$ cat src/rtl/traffic_pkg.sv
// Shared encodings for the traffic phase controller: phase codes, lamp patterns
// and lamp bit positions within each direction's 3-bit ryg field.
package traffic_pkg;

  typedef enum logic [1:0] {
    PH_GREEN  = 2'd0,
    PH_YELLOW = 2'd1,
    PH_CLEAR  = 2'd2,
    PH_EMERG  = 2'd3
  } phase_t;

  localparam logic [2:0] LAMP_RED = 3'b100;
  localparam logic [2:0] LAMP_YEL = 3'b010;
  localparam logic [2:0] LAMP_GRN = 3'b001;
  localparam logic [2:0] LAMP_ALL = 3'b111;

  localparam int RED = 2;
  localparam int YEL = 1;
  localparam int GRN = 0;

endpackage

$ cat src/rtl/traffic_rr_pick.sv
// Combinational round-robin selector: first direction with demand after
// active_dir (wrapping, active_dir itself last), else simply active_dir+1.
module traffic_rr_pick
  import traffic_pkg::*;
#(
  parameter int N_DIR = 2,
  parameter int DIRW  = (N_DIR > 2) ? $clog2(N_DIR) : 1
) (
  input  logic [N_DIR-1:0] demand,
  input  logic [DIRW-1:0]  active_dir,
  output logic [DIRW-1:0]  next_dir
);

  logic [DIRW-1:0] cand;
  logic [DIRW-1:0] plus_one;
  logic            found;

  always_comb begin
    plus_one = (active_dir == DIRW'(N_DIR - 1)) ? '0 : active_dir + DIRW'(1);
    next_dir = plus_one;
    cand     = active_dir;
    found    = 1'b0;
    for (int i = 0; i < N_DIR; i++) begin
      cand = (cand == DIRW'(N_DIR - 1)) ? '0 : cand + DIRW'(1);
      if (!found && demand[cand]) begin
        next_dir = cand;
        found    = 1'b1;
      end
    end
  end

endmodule

$ cat src/rtl/traffic_phase_ctrl.sv
// N-approach traffic phase controller: GREEN -> YELLOW -> CLEAR rotation with
// demand skipping, emergency all-red and a freezing lamp test. All outputs registered.
module traffic_phase_ctrl
  import traffic_pkg::*;
#(
  parameter int N_DIR = 2,
  parameter int TW    = 8,
  parameter int DIRW  = (N_DIR > 2) ? $clog2(N_DIR) : 1
) (
  input  logic                clk,
  input  logic                rst,
  input  logic                tick,
  input  logic [N_DIR*TW-1:0] green_time,
  input  logic [TW-1:0]       yellow_time,
  input  logic [TW-1:0]       clear_time,
  input  logic [N_DIR-1:0]    demand,
  input  logic                emergency,
  input  logic                test,
  output logic [N_DIR*3-1:0]  ryg,
  output logic [DIRW-1:0]     active_dir,
  output logic [1:0]          phase,
  output logic [TW-1:0]       remain
);

  phase_t               state, state_n;
  logic [TW-1:0]        remain_n;
  logic [DIRW-1:0]      dir_n;
  logic [DIRW-1:0]      pick;
  logic [TW-1:0]        green_sel;
  logic [N_DIR*3-1:0]   ryg_n;

  traffic_rr_pick #(
    .N_DIR (N_DIR),
    .DIRW  (DIRW)
  ) u_pick (
    .demand     (demand),
    .active_dir (active_dir),
    .next_dir   (pick)
  );

  always_comb begin
    green_sel = '0;
    for (int d = 0; d < N_DIR; d++) begin
      if (pick == DIRW'(d)) green_sel = green_time[d*TW +: TW];
    end
  end

  // Priority: test freezes everything, then emergency, then the countdown.
  always_comb begin
    state_n  = state;
    remain_n = remain;
    dir_n    = active_dir;
    if (test) begin
      state_n = state;
    end else if (emergency) begin
      state_n  = PH_EMERG;
      remain_n = '0;
    end else if (state == PH_EMERG) begin
      state_n  = PH_CLEAR;
      remain_n = clear_time;
    end else if (tick) begin
      if (remain > TW'(1)) begin
        remain_n = remain - TW'(1);
      end else begin
        case (state)
          PH_GREEN: begin
            state_n  = PH_YELLOW;
            remain_n = yellow_time;
          end
          PH_YELLOW: begin
            state_n  = PH_CLEAR;
            remain_n = clear_time;
          end
          PH_CLEAR: begin
            state_n  = PH_GREEN;
            dir_n    = pick;
            remain_n = green_sel;
          end
          default: state_n = state;
        endcase
      end
    end
  end

  // Lamps are decoded from the next state so they update on the same edge.
  always_comb begin
    ryg_n = '0;
    for (int d = 0; d < N_DIR; d++) begin
      if (test)
        ryg_n[d*3 +: 3] = LAMP_ALL;
      else if (dir_n == DIRW'(d) && state_n == PH_GREEN)
        ryg_n[d*3 +: 3] = LAMP_GRN;
      else if (dir_n == DIRW'(d) && state_n == PH_YELLOW)
        ryg_n[d*3 +: 3] = LAMP_YEL;
      else
        ryg_n[d*3 +: 3] = LAMP_RED;
    end
  end

  always_ff @(posedge clk or posedge rst) begin
    if (rst) begin
      state      <= PH_CLEAR;
      remain     <= '0;
      active_dir <= DIRW'(N_DIR - 1);
      ryg        <= {N_DIR{LAMP_RED}};
    end else begin
      state      <= state_n;
      remain     <= remain_n;
      active_dir <= dir_n;
      ryg        <= ryg_n;
    end
  end

  assign phase = state;

endmodule
$ cat config.mk
export PLATFORM = sky130hd
export DESIGN_NAME = traffic_phase_ctrl
export DESIGN_NICKNAME = d
export VERILOG_FILES = /design/src/rtl/traffic_pkg.sv /design/src/rtl/traffic_rr_pick.sv /design/src/rtl/traffic_phase_ctrl.sv
export SDC_FILE = /design/constraint.sdc
export NUM_CORES = 1
export LEC_CHECK = 0
export ABC_AREA = 1
export CAP_MARGIN = 30
export CORE_MARGIN = 3
export CORE_UTILIZATION = 40
export CTS_BUF_LIST = sky130_fd_sc_hd__clkbuf_4
export DETAILED_ROUTE_END_ITERATION = 10
export PLACE_DENSITY = 0.87
export SYNTH_ARGS = -nofsm -noshare
export SYNTH_HDL_FRONTEND = slang
export SYNTH_SLANG_ARGS = --single-unit
$ cat constraint.sdc
create_clock -name clk -period 1.8 [get_ports clk]
set_clock_uncertainty 0.05 [all_clocks]
set_input_delay 0.36 -clock clk [delete_from_list [all_inputs] [get_ports clk]]
set_output_delay 0.36 -clock clk [all_outputs]
set_load 0.03 [all_outputs]
Yosys cells after proc, flatten, opt, wreduce, memory -nomap -nowiden --
Cells that the tools add are included.
Word-level totals: register bits 17, input port bits 39, output and inout port bits 17, word-level logic and storage cells 59
Cells by class: add/sub/neg operators 3, $lt $le $gt $ge 3, equal/unequal tests 4, muxes and demuxes 32, bitwise operators 2, reduce and logical (&&, ||, !) cells 11
Operators with widths (count):
- $mux W8 | 5
- $pmux W8 S3 | 1
- $mux W3 | 6
- $mux W1 | 14
- $mux W2 | 5
- $gt A8 B1 Y1 const B | 1
- $sub A8 B1 Y8 const B | 1
- $pmux W2 S3 | 1
- $reduce_bool A6 Y1 | 1
- $logic_and A1 B1 Y1 | 5
- $eq A2 B1 Y1 const B | 2
- $eq A2 B2 Y1 const B | 2
- $logic_not A2 Y1 | 2
- $lt A1 B2 Y1 const B | 2
- $reduce_and A3 Y1 | 1
- $reduce_bool A3 Y1 | 1
- $add A1 B1 Y1 const B | 2
- $not A1 Y1 | 2
- $logic_not A1 Y1 | 1

Depth between registers and ports, before layout --
depth in word-level cells 19, mapped depth 14, mapped depth without buffers 13

Modules after synthesis --
Synthesis repeated with hierarchy kept, for this count alone.
Unflattened totals: cell total of the unflattened synthesis 213, area, all modules 1425.1 um2
By module, submodules not included:
- traffic_phase_ctrl | instances 1, cells an instance 207, area an instance 1402.6 um2, seq. area each 430.4 um2
- traffic_rr_pick | instances 1, cells an instance 6, area an instance 22.5 um2, seq. area each 0.0 um2

Least setup slack after synthesis --
Ideal clock, no wire load.
path kind register to register, from register state[1], in the netlist phase[1], to register remain[7], library setup time 0.122 ns, arrival 1.762 ns, data required time 1.628 ns, slack -0.133 ns, cell stages (with the launch flop) 12, buffers on the path 1, clock period less this slack 1.933 ns, path through dfstp_2 inv_1 ha_1 clkbuf_1 nor3_1 nand2_1 nand3_1 nand2_1 nand2_1 nor2_1 nand2_1 o21ai_1
On the way: cells in the longest elaborated chain, start to end 6, elaborated cells between the ends (all ways) 12, classes of those cells 3 x eq/ne; 5 x mux; 4 x reduce/logical
RTL lines:
- from (decl) | RTL line traffic_phase_ctrl.sv:25 | phase_t state, state_n;
- from (signal assigned) | RTL line traffic_phase_ctrl.sv:107 | state <= state_n;
- $eq A2 B2 Y1, or another cell as far along | RTL line traffic_phase_ctrl.sv:65 | case (state)
- $pmux W8 S3 | RTL line traffic_phase_ctrl.sv:65
- $mux W8 | RTL line traffic_phase_ctrl.sv:62 | if (remain > TW'(1)) begin
- $mux W8 | RTL line traffic_phase_ctrl.sv:61 | end else if (tick) begin
- $mux W8 | RTL line traffic_phase_ctrl.sv:58 | end else if (state == PH_EMERG) begin
- $mux W8 | RTL line traffic_phase_ctrl.sv:55 | end else if (emergency) begin
- to (signal assigned) | RTL line traffic_phase_ctrl.sv:108 | remain <= remain_n;
- to (decl) | RTL line traffic_phase_ctrl.sv:22 | output logic [TW-1:0] remain
Parallel ways exist; a longest one is shown, timed or not. The select of a mux whose other input is x is not followed. A chain may end at the register's enable or synchronous reset.

Worst setup path in the final report --
from register remain[1], to register remain[1]
On the way: cells in the longest elaborated chain, start to end 5, elaborated cells between the ends (all ways) 8, classes of those cells 1 x add/sub; 1 x order compare; 4 x mux; 2 x reduce/logical
RTL lines (RTL line):
- $sub A8 B1 Y8 / $gt A8 B1 Y1 (equally long branches) | traffic_phase_ctrl.sv:63, traffic_phase_ctrl.sv:62
- $mux W8 | traffic_phase_ctrl.sv:62
- $mux W8 | traffic_phase_ctrl.sv:61
- $mux W8 | traffic_phase_ctrl.sv:58
- $mux W8 | traffic_phase_ctrl.sv:55
Parallel ways exist; a longest one is shown, timed or not. The select of a mux whose other input is x is not followed.

==> flow_summary.toml <==
[cts]
cts_tree = "done"
clkTransAtPathRegs_ns = 0.10
clk_latency_ns = 0.29
ctsHoldBuffers = 0
clockBufferDepth = 2
cts-root-buf = "clkbuf_4"
clock_sinks = 17
cts_htree_levels = 1
cts_inserted_buffers = 3

[grt]
grt.total_usage_pct = 20.4
grt_pass1_vias = 1678
met2_usage_pct = 37.1
busiest_layer = "met2"
grt_use_met1_pct = 24.9
grt_use_met3_pct = 4.42
grt_pass1_wl_mm = 7.14
grt_overflow = 0
antenna_found_initial = 0
grt_max_degree = 18

[worst_setup_path]
r2r-end = "remain[1]"
worstPathCellList = "inv_2 -> ha_4 -> inv_2 -> nand2_2 -> nand2_2 -> nor2_4 -> nand2_1 -> nand3_2 -> nand2_4 -> nand2_8 -> nor2_1 -> nand2_1 -> nand2_1"
critPathMaxStageDelay_ns = 0.41
r2r_setup_slack_ns = 0.01
worst_setup_path_end_kind = "flip-flop"
startpoint_type = "flip-flop"
arrival_ns = 1.93
rr_startpoint = "remain[1]"
rr_worst_depth = 13
crit_buf_inv = 2
cp_common_cell = "nand2_1"
path_class = "reg -> reg"
cp_max_fo = 8
critPathLaunch = "remain[1]"
cp_top_family = "simple AND/OR/NAND/NOR gates"
cp.depth = 13
worstPathRequired_ns = 1.94
crit_end = "remain[1]"
slowest_stage = "dfrtp_1"

[drt]
drt_first_pass_iters = 4
ant_nets = 0
wl_per_cell_um = 13.1
num_vias = 1739
drc = 0
totalWireLength_mm = 4.65
drt-initial-drc-count = 127
via_per_inst = 4.91

[layout]
filler_cell_count = 302
multiInputGateArea_um2 = 951
antenna_cells = 0
final_nets = 354
final_common_cell = "nand2_1"
regArea_um2 = 433
layout-drive-gt1-share_pct = 24.4
syn2layout_area_growth_pct = 60.8
design_area_um2 = 2330
utilization_pct = 68.1
layout_common_cells = "nand2_1 (52), clkdlybuf4s50_1 (42), nor2_1 (36)"

[synth]
synth_seq_cells = 17
netlist_area_um2 = 1450
synth_cell_types = 24
ys_warn_count = 0
synth_cells = 230
ys.flop_type = "dfrtp_1"
synth_edf_count = 0
synth_nets = 275
syn_area_per_cell_um2 = 6.29
synthArstFlopShare_pct = 100
ys_seq_area_share_pct = 29.8

[power_and_ir_drop]
leakage_nw = 1.14
p_per_area_nw_per_um2 = 1050
ir_drop_v = 0.000619

[sta]
hold_violations = 0
period_minus_slack_ns = 1.79
tightest_slew_ns = 0.422
rsz0062_at_grt = "yes"
period_share_pct = 99.3
setup_viol = 0
slew_viol_final = 0
fmax_ghz = 0.560
finalSetupTns_ns = 0
relSlewSlack_pct = 71.6

[placed_design]
gp_congestion = 0.880
place_hpwl_mm = 3.53
io_buffers = 55
placed_area_um2 = 2180

[floorplan]
die_area_um2 = 4370
ios = 56
rows = 21
core_area_um2 = 3420
die_h_um = 66.1
start_util_pct = 42.3
fp.dieW_um = 66.1

[job]
drv_cap = 0

[run_status]
status = "finished clean"

[min_path]
hp-class = "in -> async"
Yosys cell counts, types with 4 or more instances:
library cell | instances | area share (%)
nor2_1 | 38 | 9.9
dfrtp_1 | 13 | 22
o21ai_0 | 13 | 4.5
ha_1 | 6 | 5.2
o21ai_1 | 13 | 4.5
nand3_1 | 14 | 4.8
inv_2 | 5 | 1.3
dfstp_2 | 4 | 7.3
nand3_2 | 4 | 2.8
a21oi_1 | 14 | 4.8
inv_1 | 25 | 6.5
nand2_1 | 56 | 15
state kept, by name (all words and copies together), names as in the netlist:
register	flops
phase	2
remain	8
active_dir	1
ryg	6
through the flow:
| step | hold WS, ns | total power [mW] | setup WS [ns] | cells |
|---|---|---|---|---|
| 2_1_floorplan | 0.233 | 1.56 | -0.00345 | 230 |
| 3_3_place_gp | 0.445 | 2.08 | -0.0849 | 344 |
| 3_5_place_dp | 0.463 | 2.12 | -0.171 | 344 |
| 4_1_cts | 0.330 | 2.33 | 0.00485 | 351 |
| 5_1_grt | 0.349 | 2.64 | -0.128 | 354 |
| 6_report | 0.329 | 2.45 | 0.0132 | 354 |
power by group:
part	leakage, nW	internal (mW)	total, mW	switching (mW)
Combinational	0.917	0.694	1.66	0.965
Clock	0.0177	0.0827	0.210	0.128
Sequential	0.201	0.469	0.581	0.112
worst min-delay path by stage:
stage	from	endpoint	slack, ns	cells after the start
floorplan	rst	remain[1]	0.23	1
global placement	remain[1]	remain[1]	0.44	2
detailed placement	remain[1]	remain[1]	0.46	2
CTS	rst	ryg[4]	0.33	3
global route	rst	ryg[4]	0.35	3
finish	rst	remain[4]	0.33	3
timing repair:
item / CTS / global route
hold endpoints to repair: 0 / 0
endpoints found under the setup margin: 20 / 15
resized for setup: 16 / 21
setup buffers: 3 / 3
pin swaps: 4 / 9
cell type report:
class / instances / share of cell area [%]
timing repair buffer: 81 / 31.7
inverter: 31 / 5.16
clock buffer: 3 / 0.968
sequential: 17 / 18.6
clock inverter: 1 / 0.215
multi-input combinational: 175 / 40.9
tap: 46 / 2.47
worst register-to-register path, delay by kind of cell, from the launching register on:
family	cells	cell delay, ns
adder cells (fa/ha/maj)	1	0.16
AND/OR/NAND/NOR	10	0.92
buffers and inverters	2	0.16
flip-flops	1	0.41
cell families (layout without fill, tap and decap cells):
logic type | after synthesis | in the layout | synth area share [%]
buffers and inverters | 38 | 116 | 10.9
XOR/XNOR | 3 | 3 | 1.82
AND/OR/NAND/NOR | 126 | 126 | 38.5
AO/OA/AOI/OAI | 40 | 40 | 13.8
adder cells (fa/ha/maj) | 6 | 6 | 5.19
flip-flops | 17 | 17 | 29.8
per-layer routing:
metal  up-vias  share of wire (%)
met1       789                 42
li1        882                  -
met3         4                6.7
met5         -                  0
met4         0               0.58
met2        64                 51
No activity file was read; power rests on OpenSTA's default activity.
==> RTL edit (same settings) <==
Set the parameter `TW` to 10 (it was 8).
--- a/src/rtl/traffic_phase_ctrl.sv
+++ b/src/rtl/traffic_phase_ctrl.sv
@@ -4,7 +4,7 @@
   import traffic_pkg::*;
 #(
   parameter int N_DIR = 2,
-  parameter int TW    = 8,
+  parameter int TW    = 10,
   parameter int DIRW  = (N_DIR > 2) ? $clog2(N_DIR) : 1
 ) (
   input  logic                clk,
Ports: changed (resized clear_time, green_time, remain and yellow_time); port bits go from 56 to 66. The function was not compared with the original's and may differ.
==> RTL edit against the unedited design <==
  * The run now ends with setup timing left
  * Total power up 24%
  * Worst setup slack got worse by 75 ps
  * First-iteration DRC count increased by 120%
  * Synthesized area up 23%
  * Sequential share of layout area decreased by 2.1 points
  * Cell area increased by 25%
  * Count of clock-buffer cells in the layout grew 1
  * Cell count rose by 23%
  * Sequential cell count is 2 higher
  * Wire length increased by 42%
  * Largest power group unchanged
==> RTL edit: results (changes against the unedited design) <==
Placement
  – Buffers on Ports: 65 (+18%)
  – RD Place Congestion: 0.955 (+8.5%)
  – Hpwl dp: 4300 um (+22%)

Outcome
  – Status: complete, but fails checks
  – Failing checks: setup timing

Finish
  – Layout net count: 438 (+24%)
  – Layout cell share with drive strength beyond 1: 22.9% (-1.4 points)
  – Antenna diode count: 0 (unchanged)
  – Largest register FFs: 10 (+2)
  – Fill cells: 324 (+7.3%)
  – Reg with most FFs: remain

Min path
  – HP Class: in2async

Critical path
  – R2r worst-path depth: 12 (-1)
  – Worst path slowest cell: dfrtp_2
  – Critical Path Max Stage Delay: 440 ps (+30 ps)
  – Delay-heaviest family, CP: simple AND/OR/NAND/NOR gates
  – CP max FO: 4 (-4)
  – Critical Path AT: 2020 ps (+90 ps)

Yosys
  – Register area share after synthesis: 26.9% (-2.8 points)
  – Post-synth top cells: nand2_1 (94), inv_1 (35), nor2_1 (31)
  – Synth Flop Type: dfrtp_1
  – Synth top area cells: dfrtp_1 (21%), nand2_1 (20%), inv_1 (7.4%)
  – Net Count, Synth: 342 (+24%)
  – Synth unique cells: 29 (+21%)
  – Cell with the most instances after synthesis: nand2_1
  – Synth warn: 0 (unchanged)
  – Ys async rst share: 100% (unchanged)

Timing
  – Final worst slack: -62.1 ps (-75.3 ps)
  – Least-Margin Pin Slew: 463 ps (+41.4 ps)
  – Final hold vios: 0 (unchanged)
  – Setup violators final: 9 (+9)
  – Setup TNS Final: -268 ps (-268 ps)

CTS
  – CTS root buf: clkbuf_4
  – # H-tree levels: 1 (unchanged)
  – Clock Latency Late Sink: 310 ps (+20 ps)
  – Deepest clock path buffer count: 2 (unchanged)
  – Clk slew on worst S/H paths: 120 ps (+20 ps)
  – Total CTS buffers: 3 (unchanged)

Drt
  – Wire per inst: 15.2 um (+16%)
  – DR iter-0 viols: 279 (+120%)
  – Total number of vias: 2,348 (+35%)
  – 1st-pass router iterations: 5 (+1)

Global route
  – Pin count of the biggest net entering global routing: 17 (-1)
  – Number of global-route vias before repair: 2,069 (+23%)
  – Global-route wire length before repair: 9030 um (+26%)
  – Gr usage total: 21.0% (+0.54 points)
  – Initial antenna violation count: 0 (unchanged)

Power
  – LEAKAGE: 1.43 nW (+26%)
  – VDD IR max: 0.000565 V (-8.7%)
## RTL edit: repair_timing
item,4_1_cts,5_1_grt
cloned,1,1
setup endpoints to repair,23,15
buffers inserted,0,6
resized for setup,17,40
pin swaps,1,17
## RTL edit: where the power goes
part / internal, mW / switching [mW]
registers: 0.522 / 0.118
logic: 0.855 / 1.31
clock network: 0.102 / 0.144
total: 1.48 / 1.57
## RTL edit: cells by family after synthesis
group           after synthesis  synth area share [%]
simple gates                183                  47.4
buf+inv                      46                  10.7
compound gates               33                  9.81
flops                        19                  26.9
fa+ha+maj                     6                  4.20
xor+xnor                      2                 0.981
## RTL edit: routing by layer
metal / track usage [%] / wire [um] / part of all wire (%) / vias to the layer above
li1: - / - / - / 1112
met1: 25.5 / 2550 / 39 / 1055
met2: 38.6 / 3270 / 50 / 144
met3: 3.99 / 525 / 8.0 / 37
met4: 3.69 / 244 / 3.7 / 0
met5: 0 / 0 / 0 / -
## RTL edit: stage by stage
stage          util (%)  cells  hold WS (ps)  setup WS, ps  instance area (um^2)
6_report           70.4    434           259         -62.1                  2920
5_1_grt            70.4    434           301          -138                  2920
4_1_cts            65.0    427           277         0.598                  2690
3_5_place_dp       64.2    422           468         -69.3                  2660
3_3_place_gp       64.2    422           462         -18.8                  2660
2_1_floorplan         -    289           258          4.56                  1800
## RTL edit: area by class of cell
cell class | instances | share of cell area [%]
multi-input cells | 226 | 44.6
flip-flops and latches | 19 | 16.5
repair buffers | 96 | 30.2
clock buffers | 4 | 1.03
well taps | 50 | 2.14
inverters | 39 | 5.53
## RTL edit: worst paths after layout
kind                       startpoint        end  slack [ps]
setup / recovery            remain[1]     ryg[4]         -60
hold / removal                    rst   phase[0]         260
setup reg to reg            remain[1]     ryg[4]         -60
hold reg to reg             remain[9]  remain[9]         500
max in group asynchronous         rst  remain[1]         950
min in group clk            remain[9]  remain[9]         500
